$ cat src/rtl/ext_interrupt_ctrl_if.sv
// Core-facing bus of the external interrupt controller: the IO_* register port
// and the EIC_IntReq/EIC_IntId/EIC_IntAck handshake.
interface ext_interrupt_ctrl_if;
    logic        IO_EnR;
    logic        IO_EnW;
    logic [29:0] IO_Address;
    logic [31:0] IO_DataW;
    logic [31:0] IO_DataR;
    logic        EIC_IntReq;
    logic        EIC_IntId;
    logic        EIC_IntAck;

    modport master (
        output IO_EnR, IO_EnW, IO_Address, IO_DataW, EIC_IntAck,
        input  IO_DataR, EIC_IntReq, EIC_IntId
    );

    modport slave (
        input  IO_EnR, IO_EnW, IO_Address, IO_DataW, EIC_IntAck,
        output IO_DataR, EIC_IntReq, EIC_IntId
    );
endinterface

$ cat src/rtl/ext_interrupt_ctrl.sv
// External interrupt controller: synchronizes two IRQ lines into pending bits and
// hands the highest-priority unmasked source to the core with a held request.
module ext_interrupt_ctrl #(
    parameter logic [29:0] BASE_ADDR   = 30'h0000_0040,
    parameter int          SYNC_STAGES = 2,
    parameter int          GAP_CYCLES  = 1
) (
    input  logic                  Sys_Clock,
    input  logic                  Sys_Reset,
    input  logic [1:0]            Irq_In,
    ext_interrupt_ctrl_if.slave   bus
);

    typedef enum logic [1:0] {IDLE = 2'd0, REQ = 2'd1, GAP = 2'd2} eicState_t;

    logic [1:0]  syncPipe [SYNC_STAGES];
    logic [1:0]  syncVal, syncD, edgeSeen;
    logic [1:0]  pendReg, pendNext, maskReg, modeReg, eligible, w1c, ackClr;
    logic [31:0] dataRReg, readValue;
    logic [29:0] addrOffset;
    logic        regHit, readHit, writeHit;
    eicState_t   state, stateNext;
    logic        reqReg, reqNext, idReg, idNext, lastId, lastIdNext;
    logic [2:0]  gapCnt, gapNext;
    logic        unusedDataW;

    assign syncVal     = syncPipe[SYNC_STAGES-1];
    assign edgeSeen    = syncVal & ~syncD;
    assign eligible    = pendReg & ~maskReg;
    assign unusedDataW = ^bus.IO_DataW[31:2];

    assign bus.IO_DataR   = dataRReg;
    assign bus.EIC_IntReq = reqReg;
    assign bus.EIC_IntId  = idReg;

    // Address decode, read mux and W1C mask for the four-word register window.
    always_comb begin
        addrOffset = bus.IO_Address - BASE_ADDR;
        regHit     = (bus.IO_Address >= BASE_ADDR) && (addrOffset[29:2] == 28'd0);
        readHit    = bus.IO_EnR && regHit;
        writeHit   = bus.IO_EnW && regHit;
        readValue  = 32'd0;
        case (addrOffset[1:0])
            2'd0:    readValue = {30'd0, pendReg};
            2'd1:    readValue = {30'd0, maskReg};
            2'd2:    readValue = {30'd0, modeReg};
            2'd3:    readValue = {28'd0, (state == GAP), lastId, idReg, reqReg};
            default: readValue = 32'd0;
        endcase
        if (writeHit && (addrOffset[1:0] == 2'd0)) begin
            w1c = bus.IO_DataW[1:0];
        end else begin
            w1c = 2'b00;
        end
    end

    // Request FSM: arbitrate in IDLE, hold in REQ until ack, idle out the gap.
    always_comb begin
        stateNext  = state;
        reqNext    = reqReg;
        idNext     = idReg;
        lastIdNext = lastId;
        gapNext    = gapCnt;
        ackClr     = 2'b00;
        case (state)
            IDLE: begin
                if (eligible != 2'b00) begin
                    stateNext = REQ;
                    reqNext   = 1'b1;
                    idNext    = ~eligible[0];
                end else begin
                    stateNext = IDLE;
                end
            end
            REQ: begin
                if (bus.EIC_IntAck) begin
                    stateNext  = GAP;
                    reqNext    = 1'b0;
                    lastIdNext = idReg;
                    gapNext    = 3'd0;
                    ackClr     = idReg ? {modeReg[1], 1'b0} : {1'b0, modeReg[0]};
                end else begin
                    stateNext = REQ;
                end
            end
            GAP: begin
                if (gapCnt == 3'(GAP_CYCLES - 1)) begin
                    stateNext = IDLE;
                end else begin
                    gapNext = gapCnt + 3'd1;
                end
            end
            default: begin
                stateNext = IDLE;
                reqNext   = 1'b0;
            end
        endcase
    end

    // Pending update: level bits follow the input, edge bits latch; a new edge beats any clear.
    always_comb begin
        pendNext = pendReg;
        for (int i = 0; i < 2; i++) begin
            if (modeReg[i]) begin
                pendNext[i] = (pendReg[i] & ~w1c[i] & ~ackClr[i]) | edgeSeen[i];
            end else begin
                pendNext[i] = syncVal[i];
            end
        end
    end

    // Input synchronizer and edge-detect flop.
    always_ff @(posedge Sys_Clock) begin
        if (Sys_Reset) begin
            for (int k = 0; k < SYNC_STAGES; k++) syncPipe[k] <= 2'b00;
            syncD <= 2'b00;
        end else begin
            syncPipe[0] <= Irq_In;
            for (int k = 1; k < SYNC_STAGES; k++) syncPipe[k] <= syncPipe[k-1];
            syncD <= syncVal;
        end
    end

    // Register file and registered read data.
    always_ff @(posedge Sys_Clock) begin
        if (Sys_Reset) begin
            pendReg  <= 2'b00;
            maskReg  <= 2'b11;
            modeReg  <= 2'b00;
            dataRReg <= 32'd0;
        end else begin
            pendReg <= pendNext;
            if (writeHit && (addrOffset[1:0] == 2'd1)) maskReg <= bus.IO_DataW[1:0];
            if (writeHit && (addrOffset[1:0] == 2'd2)) modeReg <= bus.IO_DataW[1:0];
            if (readHit) dataRReg <= readValue;
        end
    end

    // FSM state and registered handshake outputs.
    always_ff @(posedge Sys_Clock) begin
        if (Sys_Reset) begin
            state  <= IDLE;
            reqReg <= 1'b0;
            idReg  <= 1'b0;
            lastId <= 1'b0;
            gapCnt <= 3'd0;
        end else begin
            state  <= stateNext;
            reqReg <= reqNext;
            idReg  <= idNext;
            lastId <= lastIdNext;
            gapCnt <= gapNext;
        end
    end

endmodule

$ cat src/flat_wrapper.sv
// flat-port wrapper written by rule: the top's interface ports become plain ports
module ext_interrupt_ctrl_flat 
#(
    parameter logic [29:0] BASE_ADDR   = 30'h0000_0040,
    parameter int          SYNC_STAGES = 2,
    parameter int          GAP_CYCLES  = 1
)
  (Sys_Clock, Sys_Reset, Irq_In, bus_IO_EnR, bus_IO_EnW, bus_IO_Address, bus_IO_DataW, bus_EIC_IntAck, bus_IO_DataR, bus_EIC_IntReq, bus_EIC_IntId);
  ext_interrupt_ctrl_if bus_i ();
  input  logic Sys_Clock;
  input  logic Sys_Reset;
  input  logic [1:0] Irq_In;
  input wire logic [$bits(bus_i.IO_EnR)-1:0] bus_IO_EnR;
  input wire logic [$bits(bus_i.IO_EnW)-1:0] bus_IO_EnW;
  input wire logic [$bits(bus_i.IO_Address)-1:0] bus_IO_Address;
  input wire logic [$bits(bus_i.IO_DataW)-1:0] bus_IO_DataW;
  input wire logic [$bits(bus_i.EIC_IntAck)-1:0] bus_EIC_IntAck;
  output wire logic [$bits(bus_i.IO_DataR)-1:0] bus_IO_DataR;
  output wire logic [$bits(bus_i.EIC_IntReq)-1:0] bus_EIC_IntReq;
  output wire logic [$bits(bus_i.EIC_IntId)-1:0] bus_EIC_IntId;
  assign bus_i.IO_EnR = bus_IO_EnR;
  assign bus_i.IO_EnW = bus_IO_EnW;
  assign bus_i.IO_Address = bus_IO_Address;
  assign bus_i.IO_DataW = bus_IO_DataW;
  assign bus_i.EIC_IntAck = bus_EIC_IntAck;
  assign bus_IO_DataR = bus_i.IO_DataR;
  assign bus_EIC_IntReq = bus_i.EIC_IntReq;
  assign bus_EIC_IntId = bus_i.EIC_IntId;
  ext_interrupt_ctrl #(.BASE_ADDR(BASE_ADDR), .SYNC_STAGES(SYNC_STAGES), .GAP_CYCLES(GAP_CYCLES)) u_core (.Sys_Clock(Sys_Clock), .Sys_Reset(Sys_Reset), .Irq_In(Irq_In), .bus(bus_i));
endmodule
$ cat config.mk
export PLATFORM = sky130hd
export DESIGN_NAME = ext_interrupt_ctrl_flat
export DESIGN_NICKNAME = d
export VERILOG_FILES = /design/src/rtl/ext_interrupt_ctrl_if.sv /design/src/rtl/ext_interrupt_ctrl.sv /design/src/flat_wrapper.sv
export SDC_FILE = /design/constraint.sdc
export NUM_CORES = 1
export LEC_CHECK = 0
export ABC_CLOCK_PERIOD_IN_PS = 1540
export CORE_ASPECT_RATIO = 1.75
export CORE_MARGIN = 2
export CORE_UTILIZATION = 31
export CTS_CLUSTER_SIZE = 30
export DETAILED_ROUTE_END_ITERATION = 8
export PLACE_DENSITY = 0.82
export SETUP_SLACK_MARGIN = 0.1
export SYNTH_ARGS = -nofsm -noshare
export SYNTH_HDL_FRONTEND = slang
export SYNTH_SLANG_ARGS = --single-unit
export TNS_END_PERCENT = 5
$ cat constraint.sdc
create_clock -name Sys_Clock -period 1.54 [get_ports Sys_Clock]
set_input_delay 0.154 -clock Sys_Clock [delete_from_list [all_inputs] [get_ports Sys_Clock]]
set_output_delay 0.154 -clock Sys_Clock [all_outputs]
set_load 0.01 [all_outputs]
== After elaboration in Yosys (flattened, before gate mapping) ==
Memory sizes are Yosys's and may differ from the RTL's.
Index checks and enable logic that the tools add are counted.

* Memories kept: 1
* Memory bits (writable): 4
* Output and inout port bits: 34
* Register bits: 48
* Bits of input ports: 69
* Logic and storage cells: 79

{| class="wikitable"
|+ Memory list
! name !! depth !! bits a word !! rd ports !! clocked after Yosys merged registers in !! write ports !! line !! RTL
|-
| u_core.syncPipe || 2 || 2 || 2 || 0 || 2 || ext_interrupt_ctrl.sv:16 || <nowiki>logic [1:0] syncPipe [SYNC_STAGES];</nowiki>
|}

* Eq/ne operators: 9
* $lt $le $gt $ge: 1
* Bitwise logic cells: 18
* Add/subtract/negate cells: 2
* Multiplexer cells: 22
* Reduce and logical (&&, ||, !) cells: 16

{| class="wikitable"
|+ Operator list
! cell !! count
|-
| one-hot mux 32 bit (4 select lines) || 1
|-
| greater-or-equal comparator 30 x 7 -> 1 bit (second input constant) || 1
|-
| subtractor 30 x 7 -> 30 bit (second input constant) || 1
|-
| logical NOT 28 bit || 1
|-
| two-way mux 2 bit || 8
|-
| two-way mux 1 bit || 8
|-
| equality test 2 bit (second input constant) || 3
|-
| logical AND 1 bit || 6
|-
| two-way mux 3 bit || 2
|-
| != test 2 bit (second input constant) || 3
|-
| NOT 1 bit || 6
|-
| one-hot mux 2 bit (3 select lines) || 1
|-
| one-hot mux 3 bit (2 select lines) || 1
|-
| AND reduction 3 bit || 2
|-
| AND 1 bit || 4
|-
| AND 2 bit || 2
|-
| equality test 2 x 1 -> 1 bit (second input constant) || 2
|-
| logical NOT 2 bit || 2
|-
| NOT 2 bit || 2
|-
| OR 1 bit || 4
|-
| AND reduction 2 bit || 2
|-
| nonzero test 2 bit || 2
|-
| adder 3 x 1 -> 3 bit (second input constant) || 1
|-
| logical NOT 3 bit || 1
|-
| 2 further kinds || 2
|}

== Logic depth before layout (Yosys ltp) ==
Gate-level depths: netlist of run 1.

* Word-level depth: 11
* Depth in mapped cells: 7

== Worst setup path before layout of run 1 ==
Ideal clock, no wire load.

* Path kind: reg2reg
* Start: register u_core.gapCnt[0]
* End: register u_core.gapCnt[2]
* Stages on the path, launching flop included: 8
* Path buffers: 0
* Period minus slack after synthesis: 1.539 ns
* Arrival: 1.461 ns
* Path slack: 0.001 ns
* Path through: dfxtp_1 inv_1 ha_1 nor2b_1 nor3b_1 nand2_1 xor2_1 nor3_1

* Longest elaborated chain between the ends: 3

{| class="wikitable"
|+ RTL lines
! what !! line !! RTL
|-
| start, declared || ext_interrupt_ctrl.sv:24 || <nowiki>logic [2:0] gapCnt, gapNext;</nowiki>
|-
| start signal, assigned || ext_interrupt_ctrl.sv:152 || <nowiki>gapCnt <= gapNext;</nowiki>
|-
| adder 3 x 1 -> 3 bit or logical NOT 3 bit (tied branches) || ext_interrupt_ctrl.sv:90, ext_interrupt_ctrl.sv:87 ||
|-
| two-way mux 3 bit or != test 2 bit (tied branches) || -- ||
|-
| one-hot mux 3 bit (2 select lines) or AND reduction 3 bit (tied branches) || -- ||
|}

Parallel ways exist; a longest one is shown, timed or not. The select of a mux whose other input is x is not followed.
A chain may end at the register's enable or synchronous reset.

== Worst setup path after layout of run 1 ==
* Start: input bus_IO_Address[9]
* End: register u_core.maskReg[0]

* Longest elaborated chain between the ends: 5

{| class="wikitable"
|+ RTL lines
! what !! line !! RTL
|-
| start, declared || flat_wrapper.sv:15 || <nowiki>input wire logic [$bits(bus_i.IO_Address)-1:0] bus_IO_Address;</nowiki>
|-
| subtractor 30 x 7 -> 30 bit || ext_interrupt_ctrl.sv:38 || <nowiki>addrOffset = bus.IO_Address - BASE_ADDR;</nowiki>
|-
| logical NOT 28 bit || ext_interrupt_ctrl.sv:39 || <nowiki>regHit = (bus.IO_Address >= BASE_ADDR) && (addrOffset[29:2] == 28'd0);</nowiki>
|-
| logical AND 1 bit (*) || ext_interrupt_ctrl.sv:39 ||
|-
| logical AND 1 bit (*) || ext_interrupt_ctrl.sv:41 || <nowiki>writeHit = bus.IO_EnW && regHit;</nowiki>
|-
| logical AND 1 bit (*) || ext_interrupt_ctrl.sv:133 || <nowiki>if (writeHit && (addrOffset[1:0] == 2'd1)) maskReg <= bus.IO_DataW[1:0];</nowiki>
|-
| end signal, assigned || ext_interrupt_ctrl.sv:133 ||
|-
| end, declared || ext_interrupt_ctrl.sv:18 || <nowiki>logic [1:0] pendReg, pendNext, maskReg, modeReg, eligible, w1c, ackClr;</nowiki>
|}

Mark *: on every way between the ends. The rest lies on a longest branch, timed or not.

==> flow_summary.yaml, run 1 <==
routing:
  drc: 0
  met1_length_um: 1290
  wirelength_um: 3780
  wl_met3_um: 258
  vias: 1321
  routed.top_layer: "met4"
  via_per_inst: 4.75
  dr_wl_met2_um: 2130
  routedWlPerCell_um: 13.6
  postRouteAntennaNets: 0
  first_pass_iters: 4
  drt_iter0_drc: 15
critical_path:
  reg2reg_slack_ns: 0.19
  start_kind: "primary input"
  cp_cell_sequence: "dlygate4sd2_1, nor3_1, nand4_1, buf_6, nor4_4, nor2b_1, a211o_1"
  crit_type: "in -> reg"
  timing.rr.start: "u_core.gapCnt[0]"
  cpMaxStageDelayCell: "nor4_4"
  reg2reg_to: "u_core.gapCnt[1]"
  crit_required_ns: 1.69
  worst-path-stages: 7
  slowest_delay_ns: 0.33
  crit_fanout: 4
  r2r_cells: 7
  cp_num_buf_inv: 2
  cp-startpoint: "bus_IO_Address[9]"
  endpoint: "u_core.maskReg[0]"
  end_kind: "flip-flop"
  crit_arrival_ns: 1.61
  crit_family: "simple AND/OR/NAND/NOR gates"
sta:
  rsz0062_at_grt: "yes"
  slew_violations: 0
  worst_hold_slack_ns: 0.366
  skew_ns: 0.00211
  setup_ws_ns: 0.0839
  finalSetupViolCount: 0
  period_minus_slack_ns: 1.46
  finalHoldViolCount: 0
  fmax_mhz: 687
  min_period_over_period_pct: 94.6
finish:
  nets: 299
  area_growth_syn_to_layout_pct: 53.9
  drive_gt1_share_pct: 30.0
  antenna_cells: 0
die:
  rows: 32
  io_pins: 103
  die_y_um: 93.7
  die-width_um: 55.2
  core_area_sq_um: 4400
  start_util_pct: 32.3
  dieArea_sq_um: 5170
min_path:
  worstHoldPathType: "in -> reg"
clock_network:
  cts_root_buffer: "clkbuf_8"
  cts.reportedPaths.clkPinSlew_ns: 0.08
  insertion_delay_ns: 0.26
  tritoncts: "done"
  clockBufferDepth: 2
  cts.sinks: 24
  h-tree-depth: 1
  cts_made_buffers: 3
global_route:
  grt_max_degree: 15
  grt_overflow_total: 0
  grt_pass1_wl_um: 6000
  grt.total_usage_pct: 14.4
  first_global_vias: 1368
  antenna_found_initial: 0
pwr:
  leakage_nw: 0.898
  peakVddDrop_mv: 0.467
  p_per_area_nw_per_um2: 597
placed_design:
  io_buffers: 44
  dp_hpwl_um: 2790
  place_ws_ns: -0.548
  place_congestion: 0.868
synthesis:
  synth_simple_gate_area_share_pct: 30.9
  muxShareOfSynthArea_pct: 7.38
  synth_top_family_by_area: "simple AND/OR/NAND/NOR gates"
  yosys_warnings: 0
  synthCells: 157
  avgSynthCellArea_sq_um: 9.07
  synth_seq_area_share_pct: 33.7
  synth_adder_area_share_pct: 1.76
  synthXorXnorAreaFrac_pct: 2.46
  syn_area_sq_um: 1420
  ys_ff_latch: 24
  synth_cell_type_count: 32
  synth-compound-area-share_pct: 6.85
status:
  outcome: "finished, final reports clean"
run:
  maxCapViolations: 0
worst min-delay path by stage:
stage / slack (ns) / depth (start not counted) / from / end
after global placement: 0.42 / 1 / u_core.syncPipe[0][0] / u_core.syncPipe[0][2]
after global routing: 0.38 / 3 / bus_IO_Address[0] / u_core.bus.IO_DataR[2]
after detailed placement: 0.43 / 1 / u_core.syncPipe[0][0] / u_core.syncPipe[0][2]
final: 0.37 / 3 / bus_IO_Address[0] / u_core.bus.IO_DataR[2]
after floorplan: 0.24 / 1 / Sys_Reset / u_core.syncD[0]
after CTS: 0.39 / 3 / bus_IO_Address[0] / u_core.bus.IO_DataR[2]
final cells by class:
| type | instances | area (sq um) |
|---|---|---|
| inverters | 4 | 15.0 |
| fillers | 398 | 2210 |
| repair buffers | 70 | 599 |
| multi-input cells | 125 | 975 |
| well taps | 51 | 63.8 |
| flip-flops and latches | 24 | 483 |
| clock buffers | 4 | 55.1 |
synth_stat cells:
| cell | instances | share of area, % |
|---|---|---|
| a22o_1 | 2 | 1.2 |
| ha_1 | 2 | 1.8 |
| o32ai_1 | 1 | 0.62 |
| mux2i_1 | 6 | 4.2 |
| inv_1 | 4 | 1.1 |
| nand4b_1 | 2 | 1.2 |
| a211oi_1 | 3 | 1.6 |
| a21oi_1 | 3 | 1.1 |
| buf_4 | 28 | 15 |
| nor4bb_1 | 1 | 0.70 |
| nand3b_1 | 3 | 1.6 |
| nor4_2 | 1 | 0.88 |
| nor2_1 | 12 | 3.2 |
| dfxtp_1 | 24 | 34 |
| xnor2_1 | 1 | 0.62 |
| mux4_2 | 2 | 3.2 |
| nor3b_1 | 1 | 0.53 |
| buf_1 | 1 | 0.26 |
| conb_1 | 1 | 0.26 |
| nor4_4 | 2 | 3.0 |
| a211o_1 | 2 | 1.2 |
| xor2_1 | 3 | 1.8 |
| nor3_1 | 8 | 2.8 |
| o41ai_2 | 1 | 1.1 |
| nand2_1 | 9 | 2.4 |
| nand2b_1 | 7 | 3.1 |
| nor2b_1 | 10 | 4.4 |
| nand4_1 | 4 | 1.8 |
| and4b_1 | 1 | 0.70 |
| clkbuf_1 | 2 | 0.53 |
| nor4b_1 | 2 | 1.2 |
| nor4_1 | 8 | 3.5 |
kinds of logic after synthesis:
kind of cell,count (synthesis)
compound gates,12
xor+xnor,4
fa+ha+maj,2
buf+inv,35
flops,24
mux,8
other cells,1
simple gates,71
cell usage in the layout (no fill, tap or decap), types with 2 or more instances in the layout:
cell             instances
inv_1                    4
buf_4                   22
buf_2                    2
nand2_1                  9
a22o_1                   2
clkdlybuf4s50_1         14
nand2b_1                 7
clkbuf_2                 8
dlygate4sd2_1           14
mux4_2                   2
dfxtp_1                 22
xor2_2                   2
clkbuf_8                 4
nand4_1                  4
a21oi_1                  3
dfxtp_2                  2
nor2b_1                  9
mux2i_1                  6
conb_1                  28
a211oi_1                 3
nor4b_2                  2
clkdlybuf4s15_1          3
nor3_1                   7
nand4b_1                 2
nor2_1                  12
nand3b_1                 3
nor4_4                   4
buf_6                    5
nor4_2                   6
a211o_1                  2
worst reg2reg max path, stage by stage (launching register included):
cell and delay (ns):
dfxtp_2 0.35, inv_1 0.05, ha_2 0.17, nor2b_4 0.12, nor3b_4 0.22, buf_4 0.15, nand4b_1 0.09, a21oi_1 0.13
routing by layer:
metal | GRT usage (%) | vias up
met4 | 6.10 | 0
met5 | 0 | -
met3 | 2.75 | 6
met1 | 13.6 | 605
met2 | 29.3 | 69
li1 | - | 641
registers in the layout, summed over array words and instances (netlist names):
name / count
u_core.bus.EIC_IntId: 1
u_core.bus.EIC_IntReq: 1
u_core.bus.IO_DataR: 4
u_core.gapCnt: 3
u_core.lastId: 1
u_core.maskReg: 2
u_core.modeReg: 2
u_core.pendReg: 2
u_core.state: 2
u_core.syncD: 2
u_core.syncPipe: 4
what timing repair did:
action / in CTS / in global routing
cloned: 0 / 0
gates resized for setup: 68 / 34
pin swaps: 26 / 18
setup buffers: 4 / 4
endpoints found under the setup margin: 11 / 15
hold buffers: 0 / 0
metrics by stage:
step	util, %	setup TNS [ns]	cell area, sq um	total power (W)	std cells
after CTS	48.5	0	2130	0.00131	274
after global placement	44.2	-4.87	1950	0.000876	266
after detailed placement	44.2	-5.09	1950	0.000879	266
after floorplan	-	0	1530	0.000775	184
after global routing	49.7	0	2190	0.00137	278
final	49.7	0	2190	0.00131	278
where the power goes:
part | switching, W | leakage [nW] | total (W) | internal, W
clock network | 0.000184 | 0.0288 | 0.000412 | 0.000227
logic | 0.000133 | 0.674 | 0.000266 | 0.000134
registers | 0.00000217 | 0.196 | 0.000630 | 0.000627
Power figures use the tool's default switching activity.
==> run 2, diff against run 1 <==
- GPL_ROUTABILITY_DRIVEN: default -> 1
==> results of run 2 <==
No change in the layout: final DEF, timing and power equal those of run 1.
==> run 3, diff against run 2 <==
- ABC_CLOCK_PERIOD_IN_PS: 1540 -> 1430
- CORE_UTILIZATION: 31 -> 34
- PLACE_DENSITY: 0.82 -> 0.85
- clock period: 1.54 -> 1.43 ns (I/O delays scaled with it)
==> run 3 against run 2 <==
Net effect: critical endpoint unchanged; sequential power grew 7.6%; routed wire length grew 1.8%; critical path type unchanged; core utilization is 3.3 points higher; clock power rose by 9.5%; sequential share of layout area increased by 0.36 points; cell area is 1.4% lower; die area is 8.3% lower; worst hold slack improved by 0.062 ns; first-iteration DRC count rose by 67%; clock-buffer cell count unchanged.
==> flow_summary.yaml, run 3 (synthesis results as in run 1) <==
global_route:
  grt_max_degree: 27
  antenna_found_initial: 0
  grt.total_usage_pct: 16.0
  first_global_vias: 1308
  grt_overflow_total: 0
  grt_pass1_wl_um: 5630
sta:
  finalHoldViolCount: 0
  setup_ws_ns: 0.0426
  rsz0062_at_grt: "yes"
  fmax_mhz: 721
  skew_ns: 0.00481
  min_period_over_period_pct: 97.0
  slew_violations: 0
  setup_tns_ns: 0
  period_minus_slack_ns: 1.39
  finalSetupViolCount: 0
critical_path:
  crit_arrival_ns: 1.54
  start_kind: "primary input"
  end_kind: "flip-flop"
  crit_required_ns: 1.58
  crit_type: "in -> reg"
  crit_fanout: 5
placed_design:
  dp_hpwl_um: 2640
  place_ws_ns: -0.631
  io_buffers: 44
  place_congestion: 0.816
  dpl.cell_count: 257
finish:
  layout_common_cells: "conb_1 (28), dfxtp_1 (21), buf_4 (17)"
  utilization_pct: 53.1
  final_common_cell: "conb_1"
  drive_gt1_share_pct: 34.5
  area_growth_syn_to_layout_pct: 51.8
  final_cells: 269
  antenna_cells: 0
  multi_input_area_sq_um: 982
  regArea_sq_um: 484
  fill_cells: 357
  nets: 292
routing:
  wirelength_um: 3850
  drt_iter0_drc: 25
  routedWlPerCell_um: 14.3
  vias: 1319
  postRouteAntennaNets: 0
  via_per_inst: 4.90
  first_pass_iters: 4
  drc: 0
clock_network:
  cts.reportedPaths.clkPinSlew_ns: 0.08
  clockBufferDepth: 2
  cts.sinks: 24
  tritoncts: "done"
  insertion_delay_ns: 0.26
  cts_root_buffer: "clkbuf_8"
  h-tree-depth: 1
  cts_made_buffers: 3
pwr:
  p_seq_share_pct: 48.3
  sw_frac_of_total_pct: 24.8
  p_per_area_nw_per_um2: 650
  clockPowerShare_pct: 32.1
  pwr-share-comb_pct: 19.6
  peakVddDrop_mv: 0.505
  p_sw_w: 0.000348
  leakage_nw: 0.937
  power.internal_w: 0.00106
run:
  maxCapViolations: 0
die:
  io_pins: 103
  rows: 31
  die_y_um: 89.6
  start_util_pct: 35.0
  core_area_sq_um: 4070
  die-width_um: 52.9
  dieArea_sq_um: 4740
status:
  outcome: "finished, final reports clean"
min_path:
  worstHoldPathType: "in -> reg"
==> run 3: cell types whose count changed in the layout (fill, tap and decap cells not counted), sizes merged <==
cell	previous run	this run
buf	31	33
clkbuf	12	10
clkdlybuf4s15	3	6
clkdlybuf4s50	14	8
dlygate4sd2	14	6
dlymetal6s2s	0	4
==> run 3: power groups by stage <==
stage | clock [W] | sequential (W) | combinational (W)
finish | 0.000451 | 0.000678 | 0.000275
CTS | 0.000460 | 0.000678 | 0.000252
global placement | 0 | 0.000694 | 0.000236
global route | 0.000486 | 0.000679 | 0.000294
floorplan | 0 | 0.000693 | 0.000147
detailed placement | 0 | 0.000694 | 0.000239
==> run 3: final cells by class <==
cell class                      instances  share of cell area (%)
Inverter                                4                   0.695
Multi-Input combinational cell        125                    45.5
Sequential cell                        24                    22.4
Tap cell                               49                    2.84
Timing Repair Buffer                   63                    26.1
Clock buffer                            4                    2.55
==> run 3: per-stage QoR <==
step | hold WS (ns) | power (W) | instance area, sq um
global route | 0.445 | 0.00146 | 2160
finish | 0.428 | 0.00140 | 2160
floorplan | 0.226 | 0.000840 | 1550
global placement | 0.419 | 0.000930 | 1910
CTS | 0.425 | 0.00139 | 2090
detailed placement | 0.424 | 0.000933 | 1910
==> run 3: critical path: stages <==
cell and delay (ns):
buf_12 0.12, o32ai_4 0.30, o41ai_4 0.13, buf_4 0.17, nor4_4 0.32, nor2b_1 0.08
a211o_1 0.27
==> run 3: worst paths after layout <==
kind                              start               endpoint  slack [ns]  cells after the start
setup reg to reg       u_core.gapCnt[0]       u_core.gapCnt[1]        0.11                      7
hold / removal                Irq_In[1]  u_core.syncPipe[0][1]        0.43                      2
setup / recovery      bus_IO_Address[6]      u_core.maskReg[0]        0.04                      7
hold reg to reg   u_core.syncPipe[0][0]  u_core.syncPipe[0][2]        0.44                      1
==> run 3: routing by layer <==
layer	part of all wire, %	vias up	GRT usage, %
met5	0	-	0
met4	4.2	0	9.32
met3	8.4	12	2.81
met2	53	73	31.4
met1	34	607	14.7
li1	-	627	-
==> run 3: timing repair <==
action,4_1_cts,5_1_grt
setup endpoints to repair,14,19
hold buffers,0,0
gates resized for setup,117,30
setup buffers,6,2
endpoints found under the hold margin,0,0
pin swaps,31,19
